`config.mk`:
```
export PLATFORM = sky130hd
export DESIGN_NAME = syn_hazard_resolver_flat
export DESIGN_NICKNAME = d
export VERILOG_FILES = /design/src/rtl/syn_hazard_resolver_if.sv /design/src/rtl/syn_hazard_resolver.sv /design/src/flat_wrapper.sv
export SDC_FILE = /design/constraint.sdc
export NUM_CORES = 1
export LEC_CHECK = 0
export BUFFER_PORTS_ARGS = -buffer_cell sky130_fd_sc_hd__buf_4
export CELL_PAD_IN_SITES_DETAIL_PLACEMENT = 1
export CELL_PAD_IN_SITES_GLOBAL_PLACEMENT = 1
export CORE_MARGIN = 3
export CORE_UTILIZATION = 38
export CTS_CLUSTER_DIAMETER = 150
export DETAILED_ROUTE_END_ITERATION = 10
export GPL_TIMING_DRIVEN = 0
export PLACE_DENSITY = 0.87
export SYNTH_ARGS = -nofsm -noshare
export SYNTH_HDL_FRONTEND = slang
export SYNTH_SLANG_ARGS = --single-unit
```
`constraint.sdc`:
```
create_clock -name clk -period 3.1 [get_ports clk]
set_clock_uncertainty 0.15 [all_clocks]
set_input_delay 0.62 -clock clk [delete_from_list [all_inputs] [get_ports clk]]
set_output_delay 0.62 -clock clk [all_outputs]
set_load 0.005 [all_outputs]
```
`src/rtl/syn_hazard_resolver_if.sv`:
```
// ID-stage / detector / hazard-control bundle seen by the hazard resolver.
// No storage; the bundle carries only signals, so it adds no latency.
// No handshake: the control outputs gate the pipeline, and the detector follows pipe_en.
interface syn_hazard_resolver_if #(
  parameter int CNT_W = 16
);
  logic [4:0]       id_req_a;
  logic [4:0]       id_req_b;
  logic             id_use_a;
  logic             id_use_b;
  logic             id_wen;
  logic             id_is_load;
  logic             id_mem;
  logic             ex_collision_a;
  logic             dm_collision_a;
  logic             ex_collision_b;
  logic             dm_collision_b;
  logic             branch_taken;
  logic             dm_ready;
  logic [1:0]       fwd_a_sel;
  logic [1:0]       fwd_b_sel;
  logic             pc_en;
  logic             ifid_en;
  logic             ifid_flush;
  logic             idex_bubble;
  logic             pipe_en;
  logic             detector_en;
  logic [CNT_W-1:0] stall_cnt;
  logic [CNT_W-1:0] flush_cnt;

  // Pipeline side: drives ID/detector/memory status, observes hazard controls.
  modport master (
    output id_req_a, id_req_b, id_use_a, id_use_b, id_wen, id_is_load, id_mem,
    output ex_collision_a, dm_collision_a, ex_collision_b, dm_collision_b,
    output branch_taken, dm_ready,
    input  fwd_a_sel, fwd_b_sel, pc_en, ifid_en, ifid_flush, idex_bubble,
    input  pipe_en, detector_en, stall_cnt, flush_cnt
  );

  // Resolver side.
  modport slave (
    input  id_req_a, id_req_b, id_use_a, id_use_b, id_wen, id_is_load, id_mem,
    input  ex_collision_a, dm_collision_a, ex_collision_b, dm_collision_b,
    input  branch_taken, dm_ready,
    output fwd_a_sel, fwd_b_sel, pc_en, ifid_en, ifid_flush, idex_bubble,
    output pipe_en, detector_en, stall_cnt, flush_cnt
  );
endinterface

```
`src/rtl/syn_hazard_resolver.sv`:
```
// Turns detector collision flags into forwarding selects, load-use stalls, branch flushes, memory-wait freezes.
// Forwarding and control are combinational in the same cycle; the counters update on the event-cycle edge.
// A data-memory wait freezes the whole pipe. A load-use stall holds PC/IF-ID and bubbles ID/EX.
module syn_hazard_resolver #(
  parameter int CNT_W = 16
) (
  input logic               clk,
  input logic               rst,
  syn_hazard_resolver_if.slave hz
);

  // EX/DM history of the instructions in flight. This mirrors the collision detector's own history.
  logic ex_v, ex_wen, ex_ld, ex_mem;
  logic dm_v, dm_wen, dm_mem;

  logic exh_a, exh_b, dmh_a, dmh_b;
  logic mem_wait, lu_hazard;
  logic stall_evt, flush_evt;

  logic             pc_en, ifid_en, ifid_flush, idex_bubble, pipe_en;
  logic [1:0]       fwd_a_sel, fwd_b_sel;
  logic [CNT_W-1:0] stall_cnt, flush_cnt;

  // A hit only counts when the ID instruction really reads the source and the older instruction writes.
  // r0 is excluded, so the detector's zeroed reset state can never produce a hit.
  assign exh_a = hz.ex_collision_a & hz.id_use_a & ex_v & ex_wen & (hz.id_req_a != 5'd0);
  assign exh_b = hz.ex_collision_b & hz.id_use_b & ex_v & ex_wen & (hz.id_req_b != 5'd0);
  assign dmh_a = hz.dm_collision_a & hz.id_use_a & dm_v & dm_wen & (hz.id_req_a != 5'd0);
  assign dmh_b = hz.dm_collision_b & hz.id_use_b & dm_v & dm_wen & (hz.id_req_b != 5'd0);

  assign mem_wait  = dm_v & dm_mem & ~hz.dm_ready;
  assign lu_hazard = (exh_a | exh_b) & ex_ld;

  // A counter event needs the pipe to actually move. A memory wait therefore masks both counters.
  assign flush_evt = rst & ~mem_wait & hz.branch_taken;
  assign stall_evt = rst & ~mem_wait & ~hz.branch_taken & lu_hazard;

  // Advance the EX/DM history whenever the pipe registers load. A bubble enters EX as an empty slot.
  always_ff @(posedge clk or negedge rst) begin
    if (!rst) begin
      ex_v   <= 1'b0;
      ex_wen <= 1'b0;
      ex_ld  <= 1'b0;
      ex_mem <= 1'b0;
      dm_v   <= 1'b0;
      dm_wen <= 1'b0;
      dm_mem <= 1'b0;
    end else if (pipe_en) begin
      ex_v   <= ~idex_bubble;
      ex_wen <= hz.id_wen     & ~idex_bubble;
      ex_ld  <= hz.id_is_load & ~idex_bubble;
      ex_mem <= hz.id_mem     & ~idex_bubble;
      dm_v   <= ex_v;
      dm_wen <= ex_wen;
      dm_mem <= ex_mem;
    end
  end

  // Priority control: memory wait freezes everything, then branch flush, then load-use stall, then run.
  always_comb begin
    pc_en       = 1'b0;
    ifid_en     = 1'b0;
    ifid_flush  = 1'b0;
    idex_bubble = 1'b0;
    pipe_en     = 1'b0;
    if (!rst || mem_wait) begin
      pc_en   = 1'b0;
      ifid_en = 1'b0;
      pipe_en = 1'b0;
    end else if (hz.branch_taken) begin
      pc_en       = 1'b1;
      ifid_en     = 1'b1;
      ifid_flush  = 1'b1;
      idex_bubble = 1'b1;
      pipe_en     = 1'b1;
    end else if (lu_hazard) begin
      idex_bubble = 1'b1;
      pipe_en     = 1'b1;
    end else begin
      pc_en   = 1'b1;
      ifid_en = 1'b1;
      pipe_en = 1'b1;
    end
  end

  // Forwarding selects: the youngest producer (EX) wins over DM.
  always_comb begin
    fwd_a_sel = 2'b00;
    fwd_b_sel = 2'b00;
    if (rst) begin
      if (exh_a)      fwd_a_sel = 2'b01;
      else if (dmh_a) fwd_a_sel = 2'b10;
      if (exh_b)      fwd_b_sel = 2'b01;
      else if (dmh_b) fwd_b_sel = 2'b10;
    end
  end

  // Saturating event counters. They stick at all-ones instead of wrapping.
  always_ff @(posedge clk or negedge rst) begin
    if (!rst) begin
      stall_cnt <= '0;
      flush_cnt <= '0;
    end else begin
      if (stall_evt && (stall_cnt != {CNT_W{1'b1}})) stall_cnt <= stall_cnt + 1'b1;
      if (flush_evt && (flush_cnt != {CNT_W{1'b1}})) flush_cnt <= flush_cnt + 1'b1;
    end
  end

  assign hz.fwd_a_sel   = fwd_a_sel;
  assign hz.fwd_b_sel   = fwd_b_sel;
  assign hz.pc_en       = pc_en;
  assign hz.ifid_en     = ifid_en;
  assign hz.ifid_flush  = ifid_flush;
  assign hz.idex_bubble = idex_bubble;
  assign hz.pipe_en     = pipe_en;
  assign hz.detector_en = pipe_en;
  assign hz.stall_cnt   = stall_cnt;
  assign hz.flush_cnt   = flush_cnt;

endmodule

```
`src/flat_wrapper.sv`:
```
// flat-port wrapper written by rule: the top's interface ports become plain ports
module syn_hazard_resolver_flat 
#(
  parameter int CNT_W = 16
)
  (clk, rst, hz_id_req_a, hz_id_req_b, hz_id_use_a, hz_id_use_b, hz_id_wen, hz_id_is_load, hz_id_mem, hz_ex_collision_a, hz_dm_collision_a, hz_ex_collision_b, hz_dm_collision_b, hz_branch_taken, hz_dm_ready, hz_fwd_a_sel, hz_fwd_b_sel, hz_pc_en, hz_ifid_en, hz_ifid_flush, hz_idex_bubble, hz_pipe_en, hz_detector_en, hz_stall_cnt, hz_flush_cnt);
  syn_hazard_resolver_if #(.CNT_W(CNT_W)) hz_i ();
  input logic clk;
  input logic rst;
  input wire logic [$bits(hz_i.id_req_a)-1:0] hz_id_req_a;
  input wire logic [$bits(hz_i.id_req_b)-1:0] hz_id_req_b;
  input wire logic [$bits(hz_i.id_use_a)-1:0] hz_id_use_a;
  input wire logic [$bits(hz_i.id_use_b)-1:0] hz_id_use_b;
  input wire logic [$bits(hz_i.id_wen)-1:0] hz_id_wen;
  input wire logic [$bits(hz_i.id_is_load)-1:0] hz_id_is_load;
  input wire logic [$bits(hz_i.id_mem)-1:0] hz_id_mem;
  input wire logic [$bits(hz_i.ex_collision_a)-1:0] hz_ex_collision_a;
  input wire logic [$bits(hz_i.dm_collision_a)-1:0] hz_dm_collision_a;
  input wire logic [$bits(hz_i.ex_collision_b)-1:0] hz_ex_collision_b;
  input wire logic [$bits(hz_i.dm_collision_b)-1:0] hz_dm_collision_b;
  input wire logic [$bits(hz_i.branch_taken)-1:0] hz_branch_taken;
  input wire logic [$bits(hz_i.dm_ready)-1:0] hz_dm_ready;
  output wire logic [$bits(hz_i.fwd_a_sel)-1:0] hz_fwd_a_sel;
  output wire logic [$bits(hz_i.fwd_b_sel)-1:0] hz_fwd_b_sel;
  output wire logic [$bits(hz_i.pc_en)-1:0] hz_pc_en;
  output wire logic [$bits(hz_i.ifid_en)-1:0] hz_ifid_en;
  output wire logic [$bits(hz_i.ifid_flush)-1:0] hz_ifid_flush;
  output wire logic [$bits(hz_i.idex_bubble)-1:0] hz_idex_bubble;
  output wire logic [$bits(hz_i.pipe_en)-1:0] hz_pipe_en;
  output wire logic [$bits(hz_i.detector_en)-1:0] hz_detector_en;
  output wire logic [$bits(hz_i.stall_cnt)-1:0] hz_stall_cnt;
  output wire logic [$bits(hz_i.flush_cnt)-1:0] hz_flush_cnt;
  assign hz_i.id_req_a = hz_id_req_a;
  assign hz_i.id_req_b = hz_id_req_b;
  assign hz_i.id_use_a = hz_id_use_a;
  assign hz_i.id_use_b = hz_id_use_b;
  assign hz_i.id_wen = hz_id_wen;
  assign hz_i.id_is_load = hz_id_is_load;
  assign hz_i.id_mem = hz_id_mem;
  assign hz_i.ex_collision_a = hz_ex_collision_a;
  assign hz_i.dm_collision_a = hz_dm_collision_a;
  assign hz_i.ex_collision_b = hz_ex_collision_b;
  assign hz_i.dm_collision_b = hz_dm_collision_b;
  assign hz_i.branch_taken = hz_branch_taken;
  assign hz_i.dm_ready = hz_dm_ready;
  assign hz_fwd_a_sel = hz_i.fwd_a_sel;
  assign hz_fwd_b_sel = hz_i.fwd_b_sel;
  assign hz_pc_en = hz_i.pc_en;
  assign hz_ifid_en = hz_i.ifid_en;
  assign hz_ifid_flush = hz_i.ifid_flush;
  assign hz_idex_bubble = hz_i.idex_bubble;
  assign hz_pipe_en = hz_i.pipe_en;
  assign hz_detector_en = hz_i.detector_en;
  assign hz_stall_cnt = hz_i.stall_cnt;
  assign hz_flush_cnt = hz_i.flush_cnt;
  syn_hazard_resolver #(.CNT_W(CNT_W)) u_core (.clk(clk), .rst(rst), .hz(hz_i));
endmodule
```
==> results of run 1 <==
where the power goes:
| group | internal, mW | switching, mW |
|---|---|---|
| combinational | 0.128 | 0.0881 |
| sequential | 0.559 | 0.0722 |
| clock | 0.260 | 0.181 |
cell type report:
class / instances / area (sq um) / share of cell area, %
sequential: 39 / 976 / 36.0
timing repair buffer: 64 / 480 / 17.7
buffer: 5 / 42.5 / 1.57
tap: 67 / 83.8 / 3.09
clock inverter: 2 / 35.0 / 1.29
inverter: 4 / 15.0 / 0.553
multi-input combinational: 139 / 998 / 36.8
clock buffer: 6 / 82.6 / 3.04
flip-flops by register name (all words and copies together) (netlist names):
register,flops
u_core.dm_mem,1
u_core.dm_v,1
u_core.dm_wen,1
u_core.ex_ld,1
u_core.ex_mem,1
u_core.ex_v,1
u_core.ex_wen,1
u_core.hz.flush_cnt,16
u_core.hz.stall_cnt,16
layout by cell type (no fill, tap or decap), types with 2 or more instances in the layout:
master,n
and3_1,8
and2_2,2
a31oi_1,2
dfrtp_1,39
xnor2_1,22
and3_2,5
mux2_2,3
nand4_1,14
or4_1,2
mux2_1,2
a21oi_2,2
buf_4,66
nand3_1,16
nand2_1,17
clkbuf_8,6
nor2_2,2
nor4_1,2
inv_1,4
and4_1,5
ha_1,2
a22o_1,3
buf_6,2
xor2_1,2
a21oi_1,2
nor2_1,9
routing by layer:
metal	track usage [%]	wire length, microns
met1	21.8	2280
met4	5.33	40
met5	0	0
met3	4.76	236
met2	30.4	2680
kinds of logic (layout without fill, tap and decap cells):
group	count (synthesis)	count (layout)	share of synthesized area [%]
buffers and inverters	9	81	2.84
muxes	7	7	4.01
AOI/OAI and AO/OA	16	16	7.71
xor gates and xnor gates	24	24	10.4
and+or+nand+nor	90	90	25.7
adders and majority gates	2	2	1.23
DFF	39	39	48.1
worst paths after layout:
kind / start / endpoint / slack, ns / depth (start not counted)
min in group clk: u_core.dm_mem / u_core.dm_mem / 0.34 / 2
max reg2reg: u_core.hz.stall_cnt[6] / u_core.hz.stall_cnt[1] / 1.04 / 5
max: hz_id_req_a[0] / hz_pc_en / 0.09 / 8
min: rst / u_core.hz.stall_cnt[1] / 0.16 / 1
max in group asynchronous: rst / u_core.hz.flush_cnt[6] / 2.26 / 1
min reg2reg: u_core.dm_mem / u_core.dm_mem / 0.34 / 2
==> results.cfg, run 1 <==
[global_route]
grt.overflow.total = 0
grt_usage_pct = 17.7
antenna_found_initial = 0
first_global_vias = 1811
grt_pass1_wl_microns = 8670
grt_max_degree = 45

[placement]
place_ws_ns = 0.00334
gp_congestion = 0.775
placedCellCount = 318
io_buffers = 64
dpl-instance-area_sq_mm = 0.00259
dp.final_hpwl_microns = 3860

[synthesis]
syn_nets = 212
syn-cell-area_sq_mm = 0.00203
yosys-top-cells-count = dfrtp_1, xnor2_1, nand2_1
yosys-top-cells-area = dfrtp_1, xnor2_1, nand4_1
ys.warnings.count = 0
synth_top_cell_area_share_pct = 48.1
synth-edff-count = 0
yosys.area.top_type = dfrtp_1
synth_cells = 187
async_flop_share_pct = 100
yosysMostFrequentCell = dfrtp_1
yosysSeqAreaShare_pct = 48.1
yosys_most_used_dff = dfrtp_1
synth_cell_types = 42
syn_area_per_cell_sq_um = 10.8
ys_ff_latch = 39

[setup_path]
worstSetupPathType = input port to output port
cp_slowest_cell = or4_1
cpMostUsedCell = buf_4
worstPathArrival_ns = 2.24
cp-start-kind = input port
endpoint_kind = output port
path_cells = buf_4 -> or4_1 -> nor2_2 -> o22ai_4 -> buf_6 -> a21oi_2 -> buf_4 -> buf_4
slowest_delay_ns = 0.53
critPathBufInv = 4
worstPathRequired_ns = 2.33
crit_family = simple AND/OR/NAND/NOR gates
critPathMaxFanout = 10

[finish]
final_cell_area_sq_mm = 0.00271
nNetsFinal = 283
nFillCells = 591
fin_cells = 326
layout.core_utilization_pct = 54.9
drive_above_1_share_pct = 38.2
area_growth_pct = 33.8
antenna_cells = 0

[timing]
final.min_clock_period_ns = 3.01
finalHoldViolCount = 0
hold_slack_ns = 0.161
slew_violations = 0
fin_crit_sh_pct = 97.0
grt_setup_unrepaired = false
setup_violations = 0
setup_tns_ns = 0
worst_pin_slew_ns = 0.556
relSlewSlack_pct = 63.0
fmaxAchievable_mhz = 333
setup_slack_ns = 0.0941

[clock_tree]
clock-root-buffer = clkbuf_8
postCtsSetupBuffers = 0
cts_tree = built
path_clk_slew_ns = 0.08
insertion_delay_ns = 0.29
clk_path_buf_depth = 2
numCtsBuffers = 5
htreeDepth = 2
ctsHoldBuffers = 0
clock_sinks = 39
cts_resized = 1

[floorplan]
core_area_sq_mm = 0.00494
die_area_sq_mm = 0.00625
initial_core_util_pct = 41.0
fp.dieH_microns = 79.1
die_w_microns = 79.1
pin_count = 65
num_rows = 25

[hold_path]
hold_path_class = input port to async pin

[route]
finalWirelength_microns = 5230
drc = 0
first_iter_violations = 32
avgRoutedWirePerCell_microns = 16.1
antenna_left = 0
route.vias.total = 1709
first_pass_iters = 3
via_per_inst = 5.24

[power_and_ir_drop]
leakage_nw = 1.30
pwr_density_cell_mw_per_mm2 = 475
fin_total_pwr_mw = 1.29
vdd_ir_drop_max_v = 0.000437

[flow_run]
drv_cap = 0

[run_status]
status = finished clean
No activity file was read; power rests on OpenSTA's default activity.
==> run 2: changes to the inputs <==
- CORE_UTILIZATION: 38 -> 41
- PLACE_DENSITY: 0.87 -> 0.93
- clock period: 3.1 -> 3.5 ns (I/O delays scaled with it)
==> run 2 against run 1 <==
First-iteration DRC count increased by 140%; sequential power decreased by 11%; largest cell class unchanged; register-to-register slack improved by 0.38 ns; critical path depth unchanged; die area decreased by 6.8%.
==> results.cfg, run 2 (same netlist as run 1, synthesis figures left out) <==
[floorplan]
num_rows = 24
fp.dieH_microns = 76.3
pin_count = 65
initial_core_util_pct = 44.4
core_area_sq_mm = 0.00456
die_area_sq_mm = 0.00583
die_w_microns = 76.3

[power_and_ir_drop]
switching_power_mw = 0.301
switching_share_pct = 27.6
internal-power_mw = 0.788
pwr-share-clk_pct = 30.9
pwr_density_cell_mw_per_mm2 = 405
leakage_nw = 1.29
vdd_ir_drop_max_v = 0.000304
p_seq_share_pct = 51.5
combPwrFrac_pct = 17.7

[finish]
layout_common_cells = buf_4, dfrtp_1, xnor2_1
antenna_cells = 0
final_common_cell = buf_4
nNetsFinal = 283
area_growth_pct = 32.6
layout.core_utilization_pct = 58.9
drive_above_1_share_pct = 37.5
largestRegisters = u_core.hz.flush_cnt x16, u_core.hz.stall_cnt x16

[placement]
io_buffers = 64
place_ws_ns = 0.285
gp_congestion = 0.805
dp.final_hpwl_microns = 3950

[setup_path]
cp-start-kind = input port
r2r-start = u_core.hz.stall_cnt[6]
worstPathRequired_ns = 2.65
critPathBufInv = 4
cpMostUsedCell = buf_4
path_cells = buf_4 -> or4_1 -> nor2_2 -> o22ai_4 -> buf_6 -> a21oi_1 -> buf_4 -> buf_4
crit_family = simple AND/OR/NAND/NOR gates
critPathMaxFanout = 10
slowest_delay_ns = 0.53
r2r_slack_ns = 1.42
r2r-end = u_core.hz.stall_cnt[11]
worstSetupPathType = input port to output port
worstPathArrival_ns = 2.38
cp_slowest_cell = or4_1
ff2ff_path_depth = 6
endpoint_kind = output port

[clock_tree]
ctsHoldBuffers = 0
cts_tree = built
clock-root-buffer = clkbuf_8
clock_sinks = 39
htreeDepth = 2
cts_resized = 0
path_clk_slew_ns = 0.08
numCtsBuffers = 5
clk_path_buf_depth = 2
postCtsSetupBuffers = 0
insertion_delay_ns = 0.29

[timing]
fmaxAchievable_mhz = 309
slew_violations = 0
finalHoldViolCount = 0
setup_violations = 0
final.min_clock_period_ns = 3.23
setup_tns_ns = 0
worst_pin_slew_ns = 0.548
fin_crit_sh_pct = 92.3
grt_setup_unrepaired = false
setup_slack_ns = 0.268
relSlewSlack_pct = 63.5

[route]
drc = 0
avgRoutedWirePerCell_microns = 16.4
finalWirelength_microns = 5330
first_pass_iters = 2
first_iter_violations = 76
route.vias.total = 1720
via_per_inst = 5.31
antenna_left = 0

[run_status]
status = finished clean

[global_route]
grt.overflow.total = 0
grt_max_degree = 45
grt_pass1_wl_microns = 9250
antenna_found_initial = 0
grt_usage_pct = 19.5
first_global_vias = 1799

[flow_run]
drv_cap = 0

[hold_path]
hold_path_class = input port to async pin
-- run 2: power groups by stage --
stage / clock (mW) / sequential [mW] / combinational [mW]
after floorplan: 0 / 0.555 / 0.0826
after global placement: 0 / 0.563 / 0.186
after detailed placement: 0 / 0.568 / 0.195
after CTS: 0.342 / 0.560 / 0.196
after global routing: 0.362 / 0.573 / 0.212
final: 0.336 / 0.560 / 0.193
-- run 2: per-layer routing --
metal / part of all wire (%) / vias to the layer above / track usage (%)
li1: - / 818 / -
met1: 44 / 850 / 24.9
met2: 50 / 45 / 32.5
met3: 4.9 / 7 / 4.14
met4: 1.6 / 0 / 7.07
met5: 0 / - / 0
-- run 2: stage by stage --
step	area, sq um	std cells	hold WS, ns	power [mW]
final	2690	324	0.248	1.09
after global routing	2690	324	0.281	1.15
after detailed placement	2590	316	0.322	0.763
after CTS	2690	324	0.265	1.10
after floorplan	2030	187	0.254	0.638
after global placement	2590	316	0.321	0.749
-- run 2: cell type report --
class	instances	area (sq um)
Sequential cell	39	976
Tap cell	65	81.3
Timing Repair Buffer	64	480
Buffer	5	42.5
Inverter	4	15.0
Multi-Input combinational cell	139	995
Clock buffer	8	100
Fill cell	531	1870
-- run 2: worst register-to-register path: stages (launching register included) --
cell and delay (ns):
dfrtp_1 0.45, and4_1 0.28, and3_4 0.22, a311oi_4 0.37
buf_6 0.20, nand3_1 0.12, xnor2_1 0.21
-- run 2: worst max path at each step --
stage | startpoint | endpoint | slack (ns) | depth (start not counted)
after global routing | hz_id_req_a[0] | hz_pc_en | 0.19 | 8
after detailed placement | hz_id_req_a[0] | hz_pc_en | 0.29 | 8
after floorplan | hz_id_req_a[0] | hz_pc_en | 0.61 | 6
final | hz_id_req_a[0] | hz_pc_en | 0.27 | 8
after global placement | hz_id_req_a[0] | hz_pc_en | 0.31 | 8
after CTS | hz_id_req_a[0] | hz_pc_en | 0.28 | 8
==> run 3: changes to the inputs <==
- ABC_AREA: not set -> 1
- CORE_UTILIZATION: 41 -> 40
- PLACE_DENSITY: 0.93 -> 0.94
==> run 3 against run 2 <==
Worst setup slack improved by 0.34 ns; highest routed layer unchanged; die area rose by 21%; sequential share of layout area fell by 4.6 points; sequential cell count did not move; cell count rose by 48%; largest cell class unchanged.
==> results.cfg, run 3 <==
[timing]
finalHoldViolCount = 0
final.min_clock_period_ns = 2.90
fin_crit_sh_pct = 82.7
relSlewSlack_pct = 61.5
slew_violations = 0
setup_violations = 0
setup_tns_ns = 0
grt_setup_unrepaired = false
fmaxAchievable_mhz = 345
worst_pin_slew_ns = 0.577
hold_slack_ns = 0.237

[synthesis]
syn_nets = 362
yosys.area.top_type = dfrtp_1
yosys-top-cells-count = nand2_1, dfrtp_1, nor2_1
yosysSeqAreaShare_pct = 40.2
synth-edff-count = 0
synth_cells = 337
yosysMostFrequentCell = nand2_1
yosys_most_used_dff = dfrtp_1
yosys-top-cells-area = dfrtp_1, nand2_1, nor2_1
syn_area_per_cell_sq_um = 7.21
ys.warnings.count = 0
synth_cell_types = 26
synth_top_cell_area_share_pct = 40.2
syn-cell-area_sq_mm = 0.00243
async_flop_share_pct = 100
ys_ff_latch = 39

[clock_tree]
cts_tree = built
ctsHoldBuffers = 0
htreeDepth = 2
clock-root-buffer = clkbuf_8
path_clk_slew_ns = 0.08
clock_sinks = 39
numCtsBuffers = 5
postCtsSetupBuffers = 0
insertion_delay_ns = 0.30
cts_resized = 0
clk_path_buf_depth = 2

[finish]
final_common_cell = nand2_1
antenna_cells = 0
nNetsFinal = 433
drive_above_1_share_pct = 23.7
area_growth_pct = 26.9
largestRegisters = u_core.hz.flush_cnt x16, u_core.hz.stall_cnt x16
layout_common_cells = nand2_1, buf_4, dfrtp_1

[route]
finalWirelength_microns = 7210
first_iter_violations = 74
antenna_left = 0
first_pass_iters = 4
route.vias.total = 2478
avgRoutedWirePerCell_microns = 15.0
drc = 0
via_per_inst = 5.15

[global_route]
antenna_found_initial = 0
grt_max_degree = 45
grt_pass1_wl_microns = 12700
grt_usage_pct = 21.9
first_global_vias = 2738
grt.overflow.total = 0

[floorplan]
die_area_sq_mm = 0.00704
fp.dieH_microns = 83.9
num_rows = 27
die_w_microns = 83.9
initial_core_util_pct = 42.8
core_area_sq_mm = 0.00568
pin_count = 65

[power_and_ir_drop]
vdd_ir_drop_max_v = 0.000286
fin_total_pwr_mw = 1.14
leakage_nw = 1.60
pwr_density_cell_mw_per_mm2 = 369

[setup_path]
r2r-end = u_core.hz.flush_cnt[9]
r2r-start = u_core.hz.flush_cnt[0]
cp_slowest_cell = buf_4
worstPathArrival_ns = 2.05
slowest_delay_ns = 0.28
endpoint_kind = output port
cpMostUsedCell = buf_4
cp-start-kind = input port
ff2ff_path_depth = 9
worstSetupPathType = input port to output port
cp.depth = 8
worstPathRequired_ns = 2.65
crit_family = buffers and inverters
critPathMaxFanout = 44
r2r_slack_ns = 1.53
critPathBufInv = 6
path_cells = buf_4 -> nand2_2 -> buf_6 -> clkinv_1 -> o21ai_0 -> inv_1 -> buf_4 -> buf_4
cp-startpoint = rst

[run_status]
status = finished clean

[placement]
dp.final_hpwl_microns = 5600
io_buffers = 64
gp_congestion = 0.877

[flow_run]
drv_cap = 0

[hold_path]
hold_path_class = input port to async pin
-- run 3: cell count changes in the layout (fill, tap and decap cells not counted), sizes merged, moves of 4 or more --
cell    previous run  this run
and3              14         0
inv                4        34
xor2               2         8
o21ai              1        15
clkinv             0         4
xnor2             22        10
mux2               6         0
nand3             16        22
nand2             17       134
nor2              11        41
and4               5         0
-- run 3: where the power goes --
| part | internal [mW] | leakage [nW] | total (mW) | switching [mW] |
|---|---|---|---|---|
| Sequential | 0.502 | 0.522 | 0.568 | 0.0663 |
| Combinational | 0.132 | 1.03 | 0.265 | 0.133 |
| Clock | 0.137 | 0.0477 | 0.305 | 0.168 |
| Total | 0.770 | 1.60 | 1.14 | 0.368 |
-- run 3: cell families (layout without fill, tap and decap cells) --
group                    after synthesis  count (layout)  share of synthesized area (%)
AO/OA/AOI/OAI                         16              16                           3.92
XOR/XNOR                              18              18                           6.49
adder cells (fa/ha/maj)                2               2                           1.03
buffers and inverters                 42             114                           8.29
flip-flops                            39              39                           40.2
AND/OR/NAND/NOR                      220             220                           40.1
-- run 3: area by class of cell --
| class | instances | area [sq um] |
|---|---|---|
| fill | 727 | 2590 |
| inverter | 35 | 134 |
| buffer | 7 | 67.6 |
| clock inverter | 3 | 15.0 |
| multi-input combinational | 256 | 1250 |
| sequential | 39 | 976 |
| clock buffer | 5 | 68.8 |
| timing repair buffer | 64 | 480 |
| tap | 72 | 90.1 |
-- run 3: metrics by stage --
step | util [%] | worst slack, ns | cell area (sq um) | instances
2_1_floorplan | - | 1.11 | 2430 | 337
3_3_place_gp | 52.8 | 0.604 | 3000 | 473
3_5_place_dp | 52.8 | 0.594 | 3000 | 473
4_1_cts | 54.3 | 0.587 | 3080 | 481
5_1_grt | 54.3 | 0.442 | 3080 | 481
6_report | 54.3 | 0.604 | 3080 | 481
-- run 3: worst max path at each step --
| stage | end | slack, ns |
|---|---|---|
| finish | hz_pc_en | 0.60 |
| global route | hz_pc_en | 0.44 |
| CTS | hz_pc_en | 0.59 |
| detailed placement | hz_pc_en | 0.59 |
| global placement | hz_pc_en | 0.60 |
| floorplan | hz_pc_en | 1.11 |
-- run 3: worst register-to-register path, delay by kind of cell (launching register included) --
family | cells | cell delay, ns
flops | 1 | 0.42
buf+inv | 2 | 0.24
fa+ha+maj | 1 | 0.28
simple gates | 6 | 0.79
-- run 3: layer usage --
layer | track usage (%) | part of all wire, % | vias to the layer above
li1 | - | - | 1195
met1 | 25.3 | 42 | 1235
met2 | 40.6 | 53 | 38
met3 | 3.95 | 3.1 | 10
met4 | 6.58 | 1.6 | 0
met5 | 0 | 0 | -
